**src/rtl/alu_pkg.sv**
```systemverilog
// Shared definitions for the ALU issue slice: opcode map, request class and
// the stage-1 control payload.
package alu_pkg;

  localparam int unsigned ALU_OP_W = 4;

  localparam logic [ALU_OP_W-1:0] ALU_AND = 4'b0000;
  localparam logic [ALU_OP_W-1:0] ALU_OR  = 4'b0001;
  localparam logic [ALU_OP_W-1:0] ALU_ADD = 4'b0010;
  localparam logic [ALU_OP_W-1:0] ALU_SUB = 4'b0011;
  localparam logic [ALU_OP_W-1:0] ALU_SLL = 4'b0100;
  localparam logic [ALU_OP_W-1:0] ALU_SRL = 4'b0101;
  localparam logic [ALU_OP_W-1:0] ALU_XOR = 4'b0110;
  localparam logic [ALU_OP_W-1:0] ALU_SRA = 4'b0111;
  localparam logic [ALU_OP_W-1:0] ALU_EQ  = 4'b1000;
  localparam logic [ALU_OP_W-1:0] ALU_LT  = 4'b1100;

  typedef enum logic [1:0] {
    CLS_MEM    = 2'b00,
    CLS_BRANCH = 2'b01,
    CLS_ARITH  = 2'b10,
    CLS_RSVD   = 2'b11
  } alu_class_e;

  typedef struct packed {
    logic [ALU_OP_W-1:0] op;
    logic                invert;
    logic                branch;
    logic                illegal;
  } s1_ctrl_t;

endpackage

```
**src/rtl/alu_op_decode.sv**
```systemverilog
// Combinational decode of class/funct fields into an ALU operation plus
// branch, invert and illegal flags.
module alu_op_decode
  import alu_pkg::*;
(
  input  alu_class_e i_alu_op,
  input  logic [2:0] i_funct3,
  input  logic       i_funct7_5,
  output s1_ctrl_t   o_ctrl_c
);

  always_comb begin
    o_ctrl_c = '0;
    case (i_alu_op)
      CLS_MEM: o_ctrl_c.op = ALU_ADD;
      CLS_BRANCH: begin
        o_ctrl_c.branch = 1'b1;
        case (i_funct3)
          3'b000: o_ctrl_c.op = ALU_EQ;
          3'b001: begin
            o_ctrl_c.op     = ALU_EQ;
            o_ctrl_c.invert = 1'b1;
          end
          3'b100: o_ctrl_c.op = ALU_LT;
          3'b101: begin
            o_ctrl_c.op     = ALU_LT;
            o_ctrl_c.invert = 1'b1;
          end
          default: begin
            o_ctrl_c.branch  = 1'b0;
            o_ctrl_c.illegal = 1'b1;
          end
        endcase
      end
      CLS_ARITH: begin
        case (i_funct3)
          3'b000:  o_ctrl_c.op = i_funct7_5 ? ALU_SUB : ALU_ADD;
          3'b001:  o_ctrl_c.op = ALU_SLL;
          3'b010:  o_ctrl_c.op = ALU_LT;
          3'b100:  o_ctrl_c.op = ALU_XOR;
          3'b101:  o_ctrl_c.op = i_funct7_5 ? ALU_SRA : ALU_SRL;
          3'b110:  o_ctrl_c.op = ALU_OR;
          3'b111:  o_ctrl_c.op = ALU_AND;
          default: o_ctrl_c.illegal = 1'b1;
        endcase
      end
      default: o_ctrl_c.illegal = 1'b1;
    endcase
  end

endmodule

```
**src/rtl/alu_issue.sv**
```systemverilog
// Two-stage issue pipeline in front of an external combinational ALU:
// stage 1 holds the decoded request, stage 2 holds the returned result.
module alu_issue
  import alu_pkg::*;
#(
  parameter int unsigned DATA_WIDTH    = 32,
  parameter int unsigned OPCODE_LENGTH = 4
) (
  input  logic                     clk,
  input  logic                     reset,
  input  logic                     in_valid,
  output logic                     in_ready,
  input  logic [1:0]               alu_op,
  input  logic [2:0]               funct3,
  input  logic                     funct7_5,
  input  logic [DATA_WIDTH-1:0]    op_a,
  input  logic [DATA_WIDTH-1:0]    op_b,
  output logic [DATA_WIDTH-1:0]    SrcA,
  output logic [DATA_WIDTH-1:0]    SrcB,
  output logic [OPCODE_LENGTH-1:0] Operation,
  input  logic [DATA_WIDTH-1:0]    ALUResult,
  output logic                     out_valid,
  input  logic                     out_ready,
  output logic [DATA_WIDTH-1:0]    result,
  output logic                     branch_taken,
  output logic                     illegal
);

  s1_ctrl_t              w_dec_ctrl;
  s1_ctrl_t              r_s1_ctrl;
  logic                  r_s1_valid;
  logic [DATA_WIDTH-1:0] r_src_a;
  logic [DATA_WIDTH-1:0] r_src_b;
  logic                  r_out_valid;
  logic [DATA_WIDTH-1:0] r_result;
  logic                  r_branch_taken;
  logic                  r_illegal;
  logic                  w_s1_adv;
  logic                  w_accept;
  logic                  w_taken;

  alu_op_decode u_decode (
    .i_alu_op   (alu_class_e'(alu_op)),
    .i_funct3   (funct3),
    .i_funct7_5 (funct7_5),
    .o_ctrl_c   (w_dec_ctrl)
  );

  // Stage 1 moves on whenever stage 2 is empty or is being drained this cycle.
  assign w_s1_adv = r_s1_valid && (!r_out_valid || out_ready);
  assign in_ready = !r_s1_valid || w_s1_adv;
  assign w_accept = in_valid && in_ready;
  assign w_taken  = r_s1_ctrl.branch && !r_s1_ctrl.illegal
                    && (ALUResult[0] ^ r_s1_ctrl.invert);

  // Issue register
  always_ff @(posedge clk) begin
    if (reset) begin
      r_s1_valid <= 1'b0;
      r_s1_ctrl  <= '0;
      r_src_a    <= '0;
      r_src_b    <= '0;
    end else if (w_accept) begin
      r_s1_valid <= 1'b1;
      r_s1_ctrl  <= w_dec_ctrl;
      r_src_a    <= op_a;
      r_src_b    <= op_b;
    end else if (w_s1_adv) begin
      r_s1_valid <= 1'b0;
    end
  end

  // Result register
  always_ff @(posedge clk) begin
    if (reset) begin
      r_out_valid    <= 1'b0;
      r_result       <= '0;
      r_branch_taken <= 1'b0;
      r_illegal      <= 1'b0;
    end else if (w_s1_adv) begin
      r_out_valid    <= 1'b1;
      r_result       <= r_s1_ctrl.illegal ? '0 : ALUResult;
      r_branch_taken <= w_taken;
      r_illegal      <= r_s1_ctrl.illegal;
    end else if (r_out_valid && out_ready) begin
      r_out_valid <= 1'b0;
    end
  end

  assign SrcA         = r_src_a;
  assign SrcB         = r_src_b;
  assign Operation    = OPCODE_LENGTH'(r_s1_ctrl.op);
  assign out_valid    = r_out_valid;
  assign result       = r_result;
  assign branch_taken = r_branch_taken;
  assign illegal      = r_illegal;

endmodule

```
**config.mk**
```make
export PLATFORM = sky130hd
export DESIGN_NAME = alu_issue
export DESIGN_NICKNAME = d
export VERILOG_FILES = /design/src/rtl/alu_pkg.sv /design/src/rtl/alu_op_decode.sv /design/src/rtl/alu_issue.sv
export SDC_FILE = /design/constraint.sdc
export NUM_CORES = 1
export LEC_CHECK = 0
export ABC_AREA = 1
export CORE_ASPECT_RATIO = 0.8
export CORE_UTILIZATION = 33
export DETAILED_ROUTE_END_ITERATION = 16
export GPL_ROUTABILITY_DRIVEN = 1
export PLACE_DENSITY = 0.7
export SLEW_MARGIN = 5
export SYNTH_ARGS = -nofsm -noshare
export SYNTH_HDL_FRONTEND = slang
export SYNTH_SLANG_ARGS = --single-unit
```
**constraint.sdc**
```tcl
create_clock -name clk -period 2.4 [get_ports clk]
set_input_delay 0.48 -clock clk [delete_from_list [all_inputs] [get_ports clk]]
set_output_delay 0.48 -clock clk [all_outputs]
set_load 0.03 [all_outputs]
```
==> metrics.md, run 1 <==
| Metric | Value |
|---|---|
| Final wirelength | 11.2 mm |
| Layout Cells excl Fill | 842 |
| Max Fclk | 454 MHz |
| Most frequent cell on the critical path | clkdlybuf4s50_1 |
| H-Tree Depth | 3 |
| CTS sink cnt | 107 |
| Slowest cell on crit path | clkdlybuf4s50_1 |
| Final ANT Viol Nets | 0 |
| Overall Power | 4.12 mW |
| Clk pin slew, worst setup/hold paths | 60 ps |
| Critical path arrival | 1720 ps |
| P&R area growth vs syn | 62.5% |
| Mean Syn Cell Area | 7.66 um^2 |
| Area of the multi-input gates | 1480 um^2 |
| Status | completed |
| M2 GR Usage | 0.308 |
| I/O pin cnt | 210 |
| Maximum vdd ir drop | 0.000351 V |
| Sequential area share after synthesis | 0.554 |
| Lkg Pwr | 2.46 nW |
| Min-Delay Path Class | register to register |
| RR Endpoint | SrcA[20]$_SDFFE_PP0P_ |
| Layout cells sized above 1 | 0.0372 |
| Cell Rows | 34 |
| Fillers | 1,039 |
| GRT Total Usage | 0.183 |
| Yosys warnings | 0 |
| Post-synth EDFFs | 0 |
| Starting Density | 0.347 |
| Post-route cell area | 6290 um^2 |
| Flops & latches, synth | 107 |
| Mapped Cells | 505 |
| Area leader, netlist | dfxtp_1 |
| Area of placed instances | 6040 um^2 |
| Required time of the critical path | 1920 ps |
| Synth unique cells | 20 |
| Core box area | 11,100 um^2 |
| Clock latency at the later pin of the worst-skew pair | 340 ps |
| CP Launch Type | primary input |
| Crit path max fanout | 2 |
| Pwr dens | 655 nW/um^2 |
| Largest net degree at the start of global routing | 74 |
| Crit path cell chain | clkdlybuf4s50_1, inv_1, nand3_2, clkdlybuf4s50_1 |
| Sequential cell area | 2140 um^2 |
| HPWL after DPL | 7.96 mm |
| Slew Limit Fails | 0 |
| First-pass GRT wire length | 17.6 mm |
| Worst R2R Setup Slack | 1000 ps |
| Cts hold-fix bufs | 0 |
| Routability congestion estimate | 0.792 |
| Top cells by area, synth | dfxtp_1 (55%), nor2_1 (14%), nand2_1 (8.1%), o21ai_0 (8.0%), a21oi_1 (5.4%) |
| Antenna fix cells | 0 |
| Clock Tree Buf Depth | 2 |
| Placed cells | 830 |
| Via/cell ratio | 4.60 |
| CP Launch Point | out_ready |
| Family with the most delay on the worst path | buffers and inverters |
| CTS tree | done |
| RSZ-0062 raised after global routing | false |
| Via count | 3,873 |
| Post-synth top area share | 0.554 |
| Worst Tran Pin Value | 444 ps |
| Async SR Flop Fraction | 0 |
| Worst setup path end | in_ready |
| Die Y | 98.8 um |
| Root Buffer | clkbuf_16 |
| Global route total overflow | 0 |
| Clk_skew | 7.74 ps |
| Worst r2r src | out_valid$_SDFFE_PP0P_ |
| GRT met1 Usage | 0.220 |
| Die area | 12,200 um^2 |
| Initial antenna violation count | 0 |
| Post_cts resized | 0 |
| NumNets Final | 803 |
| Final setup vio count | 0 |
| Primary FF master, synth | dfxtp_1 |
| Synth cell count leaders | nor2_1 (141), dfxtp_1 (107), nand2_1 (83), o21ai_0 (62), a21oi_1 (42) |
| Crit path largest cell delay | 670 ps |
| Met3 Use GR | 0.0648 |
| Fin crit share | 0.917 |
| Most frequent cell after synthesis | nor2_1 |
| Total iterations of the first detailed-routing run | 4 |
| Crit path capture type | primary output |
| Port buffer count | 209 |
| Post-route minimum period | 2200 ps |
| Final TNS setup | 0 ps |
| Number of global-route vias before repair | 3,637 |
| Num CTS Buffers | 9 |
| Initial DRC Count | 219 |
| Most used routing layer in global routing | met2 |
| Post-CTS Setup Inserts | 0 |
| Wire per inst | 13.3 um |
| Syn_nets | 611 |
| Util after Layout | 0.564 |
| Max_cap viols | 0 |
| Final hold viol count | 0 |
| Worst path depth | 4 |
| WS Path Type | primary input to primary output |
| Post-Syn Area | 3870 um^2 |
| Number of remaining DRC errors | 0 |
| Number of cells on the worst reg-to-reg path | 7 |
| Slew HR | 0.704 |
| Worst path bufs/invs | 3 |
| Chip width | 123 um |
-- per-stage QoR --
step | hold slack (ps) | worst slack (ps)
after CTS | 468 | 194
after floorplan | 444 | 885
after global placement | 452 | 204
final | 467 | 199
after detailed placement | 458 | 201
after global routing | 491 | 166
-- worst reg2reg max path, stage by stage (launching register included) --
cell and delay (ps):
dfxtp_1 340, nand3_2 80, buf_4 120, nand2_2 70
inv_2 240, buf_12 260, nor2_1 110, nor2_1 110
-- power by group --
part | internal (mW) | switching, mW | leakage, nW | total (mW)
Combinational | 0.414 | 0.467 | 1.46 | 0.881
Sequential | 1.89 | 0.0575 | 0.884 | 1.95
Clock | 0.679 | 0.610 | 0.115 | 1.29
Total | 2.98 | 1.13 | 2.46 | 4.12
-- cells in the final DEF (no fill, tap or decap), drive strengths merged --
| cell | count |
|---|---|
| nor3 | 3 |
| nand2 | 85 |
| o21ai | 68 |
| clkbuf | 9 |
| o211ai | 1 |
| buf | 8 |
| inv | 14 |
| a21oi | 42 |
| clkinvlp | 2 |
| nor2 | 142 |
| clkinv | 1 |
| dfxtp | 107 |
| clkdlybuf4s50 | 209 |
| nand3 | 7 |
-- layer usage --
| layer | part of all wire | vias up |
|---|---|---|
| met4 | 0.0097 | 0 |
| li1 | - | 1983 |
| met5 | 0 | - |
| met1 | 0.45 | 1758 |
| met3 | 0.078 | 10 |
| met2 | 0.46 | 122 |
-- sequential cells by signal, summed over array words and instances, names as in the netlist --
signal	cells
Operation	4
SrcB	32
result	32
r_s1_valid	1
illegal	1
branch_taken	1
out_valid	1
r_s1_ctrl	3
SrcA	32
-- logic make-up (layout without fill, tap and decap cells) --
kind of cell           Yosys count  in the layout  share of synthesized area
and+or+nand+nor                237            237                      0.238
AOI/OAI and AO/OA              111            111                      0.144
DFF                            107            107                      0.554
buffers and inverters           50            243                     0.0644
-- final cells by class --
class | instances | share of cell area
clock buffers | 9 | 0.0358
clock inverters | 3 | 0.00318
inverters | 14 | 0.00836
multi-input cells | 348 | 0.235
flip-flops and latches | 107 | 0.341
well taps | 144 | 0.0287
repair buffers | 217 | 0.348
-- worst min-delay path by stage --
stage               slack [ps]  depth (start not counted)                        end                       from
detailed placement         460                          2     result[5]$_SDFFE_PP0P_     result[5]$_SDFFE_PP0P_
floorplan                  440                          2  r_s1_ctrl[1]$_SDFFE_PP0P_  r_s1_ctrl[1]$_SDFFE_PP0P_
CTS                        470                          2     result[5]$_SDFFE_PP0P_     result[5]$_SDFFE_PP0P_
finish                     470                          2     result[6]$_SDFFE_PP0P_     result[6]$_SDFFE_PP0P_
global route               490                          2     result[5]$_SDFFE_PP0P_     result[5]$_SDFFE_PP0P_
global placement           450                          2    result[31]$_SDFFE_PP0P_    result[31]$_SDFFE_PP0P_
No activity file was read; power rests on OpenSTA's default activity.
==> run 2: changes to the inputs <==
--- a/config.mk
+++ b/config.mk
@@ -8,6 +8,7 @@
 export ABC_AREA = 1
 export CORE_ASPECT_RATIO = 0.8
 export CORE_UTILIZATION = 33
+export CTS_CLUSTER_DIAMETER = 200
 export DETAILED_ROUTE_END_ITERATION = 16
 export GPL_ROUTABILITY_DRIVEN = 1
 export PLACE_DENSITY = 0.7
==> results of run 2 <==
Final layout, timing and power as in run 1 (identical DEF).
==> run 3: changes to the inputs <==
==> constraint.sdc (replaced) <==
create_clock -name clk -period 2.5 [get_ports clk]
set_input_delay 0.5 -clock clk [delete_from_list [all_inputs] [get_ports clk]]
set_output_delay 0.5 -clock clk [all_outputs]
set_load 0.03 [all_outputs]
==> metrics.md, run 3 (synthesized netlist as in run 1, its figures left out) <==
| Metric | Value |
|---|---|
| First-pass GRT wire length | 17.7 mm |
| CP Launch Type | primary input |
| Slew Limit Fails | 0 |
| Die area | 12,200 um^2 |
| Pwr dens | 641 nW/um^2 |
| Post-CTS Setup Inserts | 0 |
| Commonest non-fill, non-tap cells in the layout | clkdlybuf4s50_1 (209), nor2_1 (141), dfxtp_1 (107) |
| Max_cap viols | 0 |
| Layout cells sized above 1 | 0.0399 |
| Min-Delay Path Class | register to register |
| Number of remaining DRC errors | 0 |
| Die Y | 98.8 um |
| Final hold viol count | 0 |
| Via/cell ratio | 4.62 |
| Clk_skew | 5.14 ps |
| Final TNS setup | 0 ps |
| Core box area | 11,100 um^2 |
| Clock latency at the later pin of the worst-skew pair | 340 ps |
| Required time of the critical path | 2000 ps |
| Layout Cells excl Fill | 845 |
| Crit path max fanout | 4 |
| Chip width | 123 um |
| Total iterations of the first detailed-routing run | 6 |
| Critical path arrival | 1770 ps |
| Maximum vdd ir drop | 0.000342 V |
| Power Internal | 2.94 mW |
| CTS tree | done |
| Worst R2R Setup Slack | 1170 ps |
| Wire per inst | 13.3 um |
| Post_cts resized | 0 |
| Global route total overflow | 0 |
| Switching share of power | 0.274 |
| Flop pwr share | 0.462 |
| H-Tree Depth | 3 |
| P&R area growth vs syn | 63.3% |
| Number of global-route vias before repair | 3,697 |
| Final wirelength | 11.3 mm |
| Clock Power Share | 0.329 |
| Starting Density | 0.347 |
| Num CTS Buffers | 9 |
| M2 GR Usage | 0.319 |
| Lkg Pwr | 2.47 nW |
| Util after Layout | 0.567 |
| Cell Rows | 34 |
| Fin crit share | 0.910 |
| Cts hold-fix bufs | 0 |
| Final setup vio count | 0 |
| Routability congestion estimate | 0.776 |
| Worst Tran Pin Value | 431 ps |
| Sequential cell area | 2140 um^2 |
| WS Path Type | primary input to primary output |
| Largest net degree at the start of global routing | 74 |
| Fillers | 1,001 |
| Root Buffer | clkbuf_16 |
| GRT met1 Usage | 0.211 |
| GRT Total Usage | 0.186 |
| CTS sink cnt | 107 |
| Final ANT Viol Nets | 0 |
| I/O pin cnt | 210 |
| Gate power share | 0.209 |
| Placed cells | 829 |
| Status | completed |
| Clock Tree Buf Depth | 2 |
| Area of the multi-input gates | 1480 um^2 |
| Via count | 3,904 |
| Most used routing layer in global routing | met2 |
| Initial antenna violation count | 0 |
| Slew HR | 0.712 |
| HPWL after DPL | 7.96 mm |
| Overall Power | 4.05 mW |
| Crit path capture type | primary output |
| Post-route minimum period | 2270 ps |
| RSZ-0062 raised after global routing | false |
| Max Fclk | 440 MHz |
| Switch Pwr | 1.11 mW |
| Antenna fix cells | 0 |
| NumNets Final | 802 |
| Commonest non-fill, non-tap cell in the layout | clkdlybuf4s50_1 |
| Met3 Use GR | 0.0689 |
| Initial DRC Count | 129 |
| Port buffer count | 209 |
| Clk pin slew, worst setup/hold paths | 70 ps |
run 3: final timing paths:
| check | end | cells past startpoint | startpoint |
|---|---|---|---|
| min reg2reg | result[10]$_SDFFE_PP0P_ | 2 | result[10]$_SDFFE_PP0P_ |
| min | result[10]$_SDFFE_PP0P_ | 2 | result[10]$_SDFFE_PP0P_ |
| max reg2reg | SrcA[12]$_SDFFE_PP0P_ | 6 | out_valid$_SDFFE_PP0P_ |
| max | in_ready | 4 | out_ready |
run 3: cell type report:
| type | count | area share |
|---|---|---|
| repair buffers | 216 | 0.345 |
| clock buffers | 12 | 0.0406 |
| well taps | 144 | 0.0285 |
| multi-input cells | 348 | 0.234 |
| inverters | 14 | 0.00832 |
| clock inverters | 4 | 0.00396 |
| flip-flops and latches | 107 | 0.339 |
run 3: stage by stage:
step	setup slack [ps]	instance area, um^2	hold WS [ps]
4_1_cts	215	6320	467
3_3_place_gp	226	6030	452
3_5_place_dp	222	6030	456
6_report	226	6320	467
5_1_grt	168	6320	486
2_1_floorplan	985	3870	444
run 3: per-layer routing:
metal  up-vias  share of wire  wire length [um]
li1       1989              -                 -
met5         -              0                 0
met4         0          0.013               147
met1      1763           0.42              4740
met3        12          0.092              1040
met2       140           0.47              5340
run 3: power groups by stage:
| stage | logic (mW) | clock network (mW) | registers [mW] |
|---|---|---|---|
| after global routing | 0.908 | 1.45 | 1.88 |
| after detailed placement | 0.849 | 0 | 1.91 |
| after floorplan | 0.227 | 0 | 2.10 |
| after CTS | 0.852 | 1.39 | 1.87 |
| after global placement | 0.839 | 0 | 1.90 |
| final | 0.846 | 1.33 | 1.87 |
run 3: critical path, cell delays in order:
cell	delay, ps
clkdlybuf4s50_1	450
inv_1	50
nand3_2	90
clkdlybuf4s50_1	680
